$ cat src/rtl/alu_seq_pkg.sv
// alu_seq_pkg: opcodes, sequencer states and operation-class helper shared by alu_seq_ctrl and alu8_core.
package alu_seq_pkg;
    localparam logic [2:0] OP_ADD  = 3'b000;
    localparam logic [2:0] OP_SUB  = 3'b001;
    localparam logic [2:0] OP_SUBA = 3'b010;
    localparam logic [2:0] OP_OR   = 3'b011;
    localparam logic [2:0] OP_AND  = 3'b100;
    localparam logic [2:0] OP_ANDN = 3'b101;
    localparam logic [2:0] OP_XOR  = 3'b110;
    localparam logic [2:0] OP_XNOR = 3'b111;

    typedef enum logic [1:0] {S_IDLE, S_RUN, S_DONE} state_t;

    function automatic logic is_arith(input logic [2:0] op);
        return op <= OP_SUBA;
    endfunction
endpackage

$ cat src/rtl/alu_seq_ctrl_alu8_core.sv
// alu8_core: combinational 8-bit ALU; arithmetic is 9-bit on zero-extended operands.
module alu8_core
    import alu_seq_pkg::*;
(
    input  logic [2:0] oper,
    input  logic [7:0] a,
    input  logic [7:0] b,
    input  logic       c_in,
    output logic [7:0] sum,
    output logic       c_out
);
    logic [8:0] s9;

    always_comb begin
        s9 = '0;
        case (oper)
            OP_ADD:  s9 = {1'b0, a} + {1'b0, b} + {8'b0, c_in};
            OP_SUB:  s9 = {1'b0, a} + {1'b0, ~b} + {8'b0, c_in};
            OP_SUBA: s9 = {1'b0, b} + {1'b0, ~a} + {8'b0, ~c_in};
            OP_OR:   s9 = {1'b0, a | b};
            OP_AND:  s9 = {1'b0, a & b};
            OP_ANDN: s9 = {1'b0, ~a & b};
            OP_XOR:  s9 = {1'b0, a ^ b};
            OP_XNOR: s9 = {1'b0, ~(a ^ b)};
            default: s9 = '0;
        endcase
    end

    assign sum   = s9[7:0];
    assign c_out = s9[8];
endmodule

$ cat src/rtl/alu_seq_ctrl.sv
// alu_seq_ctrl: byte-serial multi-precision sequencer around one alu8_core, LSB first with chained carry.
// Defining ALU_SEQ_FLAGS_EN adds registered zero/ovf result flags.
module alu_seq_ctrl
    import alu_seq_pkg::*;
#(
    parameter int NBYTES = 4
) (
    input  logic                  clk,
    input  logic                  rst_n,
    input  logic                  start,
    output logic                  ready,
    input  logic [2:0]            oper,
    input  logic [8*NBYTES-1:0]   a,
    input  logic [8*NBYTES-1:0]   b,
    input  logic                  c_in,
    output logic [8*NBYTES-1:0]   res,
    output logic                  c_out,
    output logic                  res_valid,
    input  logic                  res_ready
`ifdef ALU_SEQ_FLAGS_EN
    ,
    output logic                  zero,
    output logic                  ovf
`endif
);
    localparam int W  = 8 * NBYTES;
    localparam int IW = $clog2(NBYTES);

    state_t          state_q, state_d;
    logic [2:0]      op_q, op_d;
    logic [W-1:0]    a_q, a_d, b_q, b_d, res_q, res_d;
    logic [IW-1:0]   idx_q, idx_d;
    logic            cr_q, cr_d, co_q, co_d, rdy_q, rdy_d, vld_q, vld_d;
    logic [7:0]      ca, cb, cs;
    logic            cci, cco, last, acc;

    assign ca   = a_q[{idx_q, 3'b000} +: 8];
    assign cb   = b_q[{idx_q, 3'b000} +: 8];
    assign last = idx_q == IW'(NBYTES - 1);
    assign acc  = start & rdy_q;
    // sub_a re-inverts its carry in the core, so later bytes pre-invert to chain the true c_out
    assign cci  = (op_q == OP_ADD || op_q == OP_SUB) ? cr_q :
                  (op_q == OP_SUBA) ? ((idx_q == '0) ? cr_q : ~cr_q) : 1'b0;

    alu8_core u_core (
        .oper  (op_q),
        .a     (ca),
        .b     (cb),
        .c_in  (cci),
        .sum   (cs),
        .c_out (cco)
    );

`ifdef ALU_SEQ_FLAGS_EN
    logic zero_q, zero_d, ovf_q, ovf_d, x7, y7;
    assign x7   = (op_q == OP_SUBA) ? cb[7] : ca[7];
    assign y7   = (op_q == OP_ADD) ? cb[7] : (op_q == OP_SUB) ? ~cb[7] : ~ca[7];
    assign zero = zero_q;
    assign ovf  = ovf_q;
`endif

    always_comb begin
        state_d = state_q;
        op_d    = op_q;
        a_d     = a_q;
        b_d     = b_q;
        res_d   = res_q;
        idx_d   = idx_q;
        cr_d    = cr_q;
        co_d    = co_q;
`ifdef ALU_SEQ_FLAGS_EN
        zero_d  = zero_q;
        ovf_d   = ovf_q;
`endif
        if (acc) begin
            state_d = S_RUN;
            op_d    = oper;
            a_d     = a;
            b_d     = b;
            res_d   = '0;
            idx_d   = '0;
            cr_d    = c_in;
            co_d    = 1'b0;
        end else if (state_q == S_RUN) begin
            res_d[{idx_q, 3'b000} +: 8] = cs;
            cr_d  = cco;
            idx_d = last ? idx_q : idx_q + 1'b1;
            if (last) begin
                state_d = S_DONE;
                co_d    = is_arith(op_q) & cco;
`ifdef ALU_SEQ_FLAGS_EN
                zero_d  = res_d == '0;
                ovf_d   = is_arith(op_q) & (x7 == y7) & (cs[7] != x7);
`endif
            end
        end else if (state_q == S_DONE && res_ready) begin
            state_d = S_IDLE;
        end
        rdy_d = state_d == S_IDLE;
        vld_d = state_d == S_DONE;
    end

    always_ff @(posedge clk) begin
        if (!rst_n) begin
            state_q <= S_IDLE;
            op_q    <= '0;
            a_q     <= '0;
            b_q     <= '0;
            res_q   <= '0;
            idx_q   <= '0;
            cr_q    <= 1'b0;
            co_q    <= 1'b0;
            rdy_q   <= 1'b1;
            vld_q   <= 1'b0;
`ifdef ALU_SEQ_FLAGS_EN
            zero_q  <= 1'b0;
            ovf_q   <= 1'b0;
`endif
        end else begin
            state_q <= state_d;
            op_q    <= op_d;
            a_q     <= a_d;
            b_q     <= b_d;
            res_q   <= res_d;
            idx_q   <= idx_d;
            cr_q    <= cr_d;
            co_q    <= co_d;
            rdy_q   <= rdy_d;
            vld_q   <= vld_d;
`ifdef ALU_SEQ_FLAGS_EN
            zero_q  <= zero_d;
            ovf_q   <= ovf_d;
`endif
        end
    end

    assign ready     = rdy_q;
    assign res       = res_q;
    assign c_out     = co_q;
    assign res_valid = vld_q;
endmodule

$ cat config.mk
export PLATFORM = sky130hd
export DESIGN_NAME = alu_seq_ctrl
export DESIGN_NICKNAME = d
export VERILOG_FILES = /design/src/rtl/alu_seq_pkg.sv /design/src/rtl/alu_seq_ctrl_alu8_core.sv /design/src/rtl/alu_seq_ctrl.sv
export SDC_FILE = /design/constraint.sdc
export NUM_CORES = 1
export LEC_CHECK = 0
export BUFFER_PORTS_ARGS = -buffer_cell sky130_fd_sc_hd__buf_2
export CAP_MARGIN = 15
export CELL_PAD_IN_SITES_DETAIL_PLACEMENT = 0
export CELL_PAD_IN_SITES_GLOBAL_PLACEMENT = 1
export CORE_ASPECT_RATIO = 0.9
export CORE_MARGIN = 2
export CORE_UTILIZATION = 39
export CTS_CLUSTER_SIZE = 8
export DETAILED_ROUTE_END_ITERATION = 8
export PLACE_DENSITY = 0.82
export SLEW_MARGIN = 20
export SYNTH_ARGS = -nofsm -noshare
export SYNTH_HDL_FRONTEND = slang
export SYNTH_HIERARCHICAL = 1
export SYNTH_SLANG_ARGS = --single-unit
$ cat constraint.sdc
create_clock -name clk -period 4.1 [get_ports clk]
set_input_delay 0.41 -clock clk [delete_from_list [all_inputs] [get_ports clk]]
set_output_delay 0.41 -clock clk [all_outputs]
set_load 0.02 [all_outputs]
==> reports/qor.yml, run 1 <==
timing:
  tns_ns: 0
  finalHoldViolCount: 0
  max_slew.worst_pin.slew_ns: 0.862
  fin_crit_ns: 3.90
  slew_viol_final: 0
  grt_setup_unrepaired: "false"
  skew_ns: 0.00829
  relSlewSlack: 0.421
  holdWs_ns: 0.296
  fin_crit_sh: 0.951
  fmax_mhz: 257
  setup_viol: 0
synth:
  ys_seq_elements: 107
  postSynthAreaPerCell_um2: 8.90
  syn_area_um2: 6110
  seq_area_frac_synth: 0.351
  ys_async_sr_fraction: 0
  ys_warn_count: 6
  yosysTopAreaCell: "dfxtp_1"
  synth-main-ff-cell: "dfxtp_1"
  synth_nets: 799
  synth_area_leaders: "dfxtp_1 35%, nand2_1 9.6%, a21boi_0 8.4%"
  synth.top_cell.area_share: 0.351
  syn_inst: 686
  synth_cell_types: 69
  synth_edf_count: 0
critical_path:
  startpoint_type: "flop"
  cp.required_ns: 4.38
  r2r_slack_ns: 0.20
  reg2reg_from: "idx_q[0]"
  cpLargestDelayFamily: "compound AO/OA/AOI/OAI gates"
  reg2reg_to: "c_out"
  crit_buf_inv: 2
  r2r_cells: 13
  crit_path_max_fanout: 25
  path_cells: "buf_12 > mux4_2 > fa_1 > fa_1 > o21bai_1 > nand2_1 > a21o_1 > a221oi_1 > a31oi_1 > nor3_2 > inv_1 > a2111o_1 > a21oi_1"
  crit_path_top_delay_cell: "mux4_2"
  crit_path_end_kind: "flop"
  cpPeakStageDelay_ns: 0.60
  critical_path_class: "reg2reg"
  crit_top_cell: "fa_1"
  arrival_ns: 4.18
clocking:
  clkLatencyLatePin_ns: 0.36
  numCtsBuffers: 9
  h-tree-depth: 3
  cts_tree: "done"
  cts.sinks: 107
  cts_root_buf: "clkbuf_16"
  clock_path_buffers: 2
  cts.clk_slew.worst_paths_ns: 0.07
detailed_routing:
  drt_wl_total_um: 16300
  wirelength_met1_um: 8000
  drc: 0
  drt_iter0_drc: 382
  dr.pass1.iters: 5
  vias_per_cell: 5.39
  vias: 5270
  highest_layer: "met4"
  antenna_left: 0
  wl_met3_um: 1080
  met2_length_um: 7090
  wire_per_inst_um: 16.7
place:
  dp_hpwl_um: 12300
  port-buffer-count: 106
  dp.cells: 961
  place.gp.congestion: 0.920
layout:
  num-nets-final: 884
  finish.utilization: 0.462
  drive_above_1_share: 0.224
  insertedDiodeCount: 0
  area_growth_pct: 16.3
  final_cell_mix: "155 x nand2_1, 107 x dfxtp_1, 106 x buf_2, 68 x a21boi_0, 35 x ha_1"
  instances_no_fill: 978
  layout_commonest_cell: "nand2_1"
power:
  power_uw: 2540
  ir_drop_mv: 0.264
  p_per_area_nw_per_um2: 358
  leakage_uw: 0.00285
worst_hold_path:
  hold_end: "a_q[13]"
  hp-start: "a[13]"
  hold_depth: 3
  hp-class: "in2reg"
global_route:
  grt_usage: 0.203
  grt_first_pass_wirelength_um: 26200
  grt_pass1_vias: 5073
  grt_max_degree: 72
  grt_antenna_before_repair: 0
  grt_overflow_total: 0
floorplanning:
  die_w_um: 136
  die_h_um: 123
  dieArea_um2: 16700
  start_util: 0.397
  core_um2: 15400
  num_rows: 43
  ioPinCount: 107
run_status:
  status: "finished, final reports clean"
job:
  max_cap_viol_count: 0
==> worst min-delay path: cells and delay by family <==
family,cells,cell delay [ns]
buffers and inverters,1,0.09
AOI/OAI and AO/OA,1,0.06
and+or+nand+nor,1,0.04
==> cells by family after synthesis <==
| group | count (synthesis) | synth area share |
|---|---|---|
| DFF | 107 | 0.351 |
| adders and majority gates | 41 | 0.0914 |
| xor gates and xnor gates | 16 | 0.0229 |
| muxes | 22 | 0.0688 |
| buffers and inverters | 81 | 0.0570 |
| and+or+nand+nor | 232 | 0.178 |
| AOI/OAI and AO/OA | 187 | 0.231 |
==> worst max-delay path by stage <==
stage               startpoint    end  slack [ns]  depth (start not counted)
global route          idx_q[0]  c_out        0.01                         16
detailed placement    idx_q[0]  c_out        0.06                         13
CTS                   idx_q[0]  c_out        0.03                         13
floorplan             idx_q[1]  c_out        0.04                         18
global placement      idx_q[0]  c_out        0.19                         16
finish                idx_q[0]  c_out        0.20                         13
==> per-stage QoR <==
stage          instance area (um^2)  setup WS [ns]
2_1_floorplan                  6110         0.0441
3_3_place_gp                   6800          0.186
3_5_place_dp                   6800         0.0559
4_1_cts                        7080         0.0276
5_1_grt                        7100         0.0126
6_report                       7100          0.202
==> layout make-up <==
type	count	area, um^2
flip-flops and latches	107	2140
fillers	1515	8290
well taps	202	253
clock inverters	4	35.0
inverters	33	124
repair buffers	122	663
multi-input cells	498	3640
clock buffers	12	246
==> synth_stat cells (all sizes together) (3+ instances only) <==
cell type,count
nand2,156
dfxtp,107
a21boi,68
ha,35
inv,32
clkbuf,29
a21oi,20
buf,19
nor2,17
a22o,16
mux4,16
a32o,15
o21ai,14
nor3,10
xnor2,10
nand2b,7
nand3,7
a31oi,6
fa,6
mux2i,6
o21bai,6
xor2,6
a211oi,5
o221ai,5
nor2b,4
nor4,4
o22ai,4
o31ai,4
a221oi,3
and2,3
nand4,3
nor3b,3
o2111ai,3
or2,3
==> registers in the layout, summed over array words and instances, names as in the netlist <==
name	flops
a_q	32
b_q	32
c_out	1
cr_q	1
idx_q	2
op_q	3
ready	1
res	32
res_valid	1
state_q	2
==> repair_timing <==
item | 4_1_cts | 5_1_grt
setup buffers | 0 | 1
hold buffers | 0 | 0
endpoints found under the setup margin | 0 | 2
resized for setup | 0 | 4
==> per-layer routing <==
metal,vias up,GRT usage
li1,2589,-
met1,2483,0.284
met2,186,0.317
met3,12,0.0458
met4,0,0.0514
met5,-,0
==> where the power goes <==
group          internal (uW)  total (uW)  switching (uW)
Sequential              1090        1110            26.2
Combinational            241         613             373
Clock                    434         819             385
Note: power is estimated with default switching activity, not from simulation.
==> run 2, diff against run 1 <==
CORE_MARGIN = 3   (was 2)
clock period = 3.2 ns   (was 4.1 ns; I/O delays follow)
==> reports/qor.yml, run 2 (synthesized netlist as in run 1, its figures left out) <==
worst_hold_path:
  hold_end: "a_q[3]"
  hp-class: "in2reg"
  hold_depth: 3
  hp-start: "a[3]"
job:
  max_cap_viol_count: 0
critical_path:
  cpPeakStageDelay_ns: 0.42
  crit_path_max_fanout: 3
  crit_start: "idx_q[1]"
  reg2reg_to: "c_out"
  cp.required_ns: 3.49
  crit_path_top_delay_cell: "fa_2"
  reg2reg_from: "idx_q[1]"
  crit_top_cell: "fa_2"
  r2r_cells: 17
  r2r_slack_ns: -0.24
  path_cells: "inv_6 > ha_4 > nor2b_4 > o21ai_2 > a21oi_4 > buf_6 > fa_2 > fa_2 > o21bai_4 > nand2_2 > a21o_1 > a221oi_2 > a31oi_1 > nor3_2 > inv_1 > a2111o_1 > a21oi_2"
  crit_path_end_kind: "flop"
  arrival_ns: 3.73
  startpoint_type: "flop"
  critical_path_class: "reg2reg"
layout:
  num-nets-final: 973
  seqCellArea_um2: 2150
  drive_above_1_share: 0.373
  fillers: 1427
  multi_input_area_um2: 3950
  insertedDiodeCount: 0
  design_area_um2: 8170
  area_growth_pct: 33.8
  final_cell_mix: "153 x nand2_1, 106 x buf_2, 105 x dfxtp_1, 92 x buf_4, 68 x a21boi_0"
  layout_commonest_cell: "nand2_1"
place:
  place.gp.congestion: 0.918
  port-buffer-count: 106
  dp_hpwl_um: 13800
  place_area_um2: 7350
detailed_routing:
  dr.pass1.iters: 5
  vias_per_cell: 5.39
  drt_iter0_drc: 378
  drt_wl_total_um: 18800
  antenna_left: 0
  vias: 5728
  wire_per_inst_um: 17.7
  drc: 0
clocking:
  clock_path_buffers: 2
  cts.clk_slew.worst_paths_ns: 0.08
  cts.sinks: 107
  numCtsBuffers: 9
  clkLatencyLatePin_ns: 0.36
  h-tree-depth: 3
  cts_tree: "done"
  cts_root_buf: "clkbuf_16"
power:
  switching_share: 0.322
  power_uw: 3720
  p_switching_uw: 1200
  p_clk_frac: 0.299
  comb_power_share: 0.318
  p_per_area_nw_per_um2: 456
  internal_power_uw: 2530
  ir_drop_mv: 0.290
  power.share.sequential: 0.383
  leakage_uw: 0.00339
timing:
  grt_setup_unrepaired: "true"
  setup_viol: 14
  fin_crit_ns: 3.44
  skew_ns: 0.0136
  slew_viol_final: 0
  finalHoldViolCount: 0
  fin_crit_sh: 1.07
  relSlewSlack: 0.301
  max_slew.worst_pin.slew_ns: 1.04
  fmax_mhz: 291
  setup_slack_ns: -0.238
global_route:
  grt_antenna_before_repair: 0
  grt_pass1_vias: 5751
  met2_usage: 0.348
  grt_overflow_total: 0
  grt_first_pass_wirelength_um: 29400
  met1_usage: 0.286
  grt_usage: 0.215
  grt_max_degree: 71
  use_met3: 0.0489
  top_usage_layer: "met2"
run_status:
  status: "finished with violations"
  violations: "setup timing"
floorplanning:
  start_util: 0.406
  ioPinCount: 107
  die_h_um: 125
  die_w_um: 138
  num_rows: 42
  core_um2: 15000
  dieArea_um2: 17200
run 2: changes by cell type in the layout (fill, tap and decap cells not counted), moves of 5 or more:
| cell | delta |
|---|---|
| a21oi_1 | -7 |
| fa_2 | +5 |
| inv_1 | -7 |
| fa_1 | -5 |
| o21ai_0 | -7 |
| o21bai_1 | -5 |
| buf_4 | +77 |
| buf_6 | +10 |
| inv_2 | +6 |
run 2: what timing repair did:
| action | CTS | global route |
|---|---|---|
| buffers inserted | 14 | 8 |
| resized for setup | 35 | 49 |
| endpoints found under the setup margin | 28 | 26 |
| pin swaps | 23 | 19 |
| gates cloned | 0 | 1 |
| hold buffers | 0 | 0 |
run 2: through the flow:
stage | util | hold slack [ns] | setup WS, ns | std cells | TNS [ns]
2_1_floorplan | - | 0.440 | -0.414 | 686 | -2.09
3_3_place_gp | 0.489 | 0.442 | -0.427 | 1026 | -4.23
3_5_place_dp | 0.489 | 0.451 | -0.515 | 1026 | -5.52
4_1_cts | 0.525 | 0.197 | -0.196 | 1056 | -1.94
5_1_grt | 0.544 | 0.200 | -0.369 | 1063 | -3.02
6_report | 0.544 | 0.203 | -0.238 | 1063 | -1.26
run 2: worst max-delay path, delay by kind of cell, from the launching register on:
| kind | cells | cell delay, ns |
|---|---|---|
| AOI/OAI and AO/OA | 8 | 1.40 |
| DFF | 1 | 0.38 |
| and+or+nand+nor | 3 | 0.40 |
| adders and majority gates | 3 | 0.97 |
| buffers and inverters | 3 | 0.22 |
run 2: how the worst max path moves through the flow:
stage | slack (ns) | to | depth (start not counted)
2_1_floorplan | -0.41 | c_out | 18
3_3_place_gp | -0.43 | c_out | 16
3_5_place_dp | -0.52 | c_out | 16
4_1_cts | -0.20 | c_out | 16
5_1_grt | -0.37 | c_out | 17
6_report | -0.24 | c_out | 17
run 2: cell type report:
type                       count  share of cell area
clock buffer                  10              0.0292
clock inverter                 6             0.00720
inverter                      33              0.0158
multi-input combinational    498               0.484
sequential                   107               0.263
tap                          198              0.0303
timing repair buffer         211               0.171
run 2: power groups by stage:
stage	clock network [uW]	registers, uW	logic, uW
CTS	1130	1430	1050
detailed placement	0	1460	933
floorplan	0	1450	551
global placement	0	1450	919
finish	1110	1420	1190
global route	1180	1430	1270
run 2: per-layer routing:
layer	part of all wire	routed length (um)
met5	0	0
met2	0.48	8960
met1	0.44	8350
met3	0.058	1090
met4	0.020	375
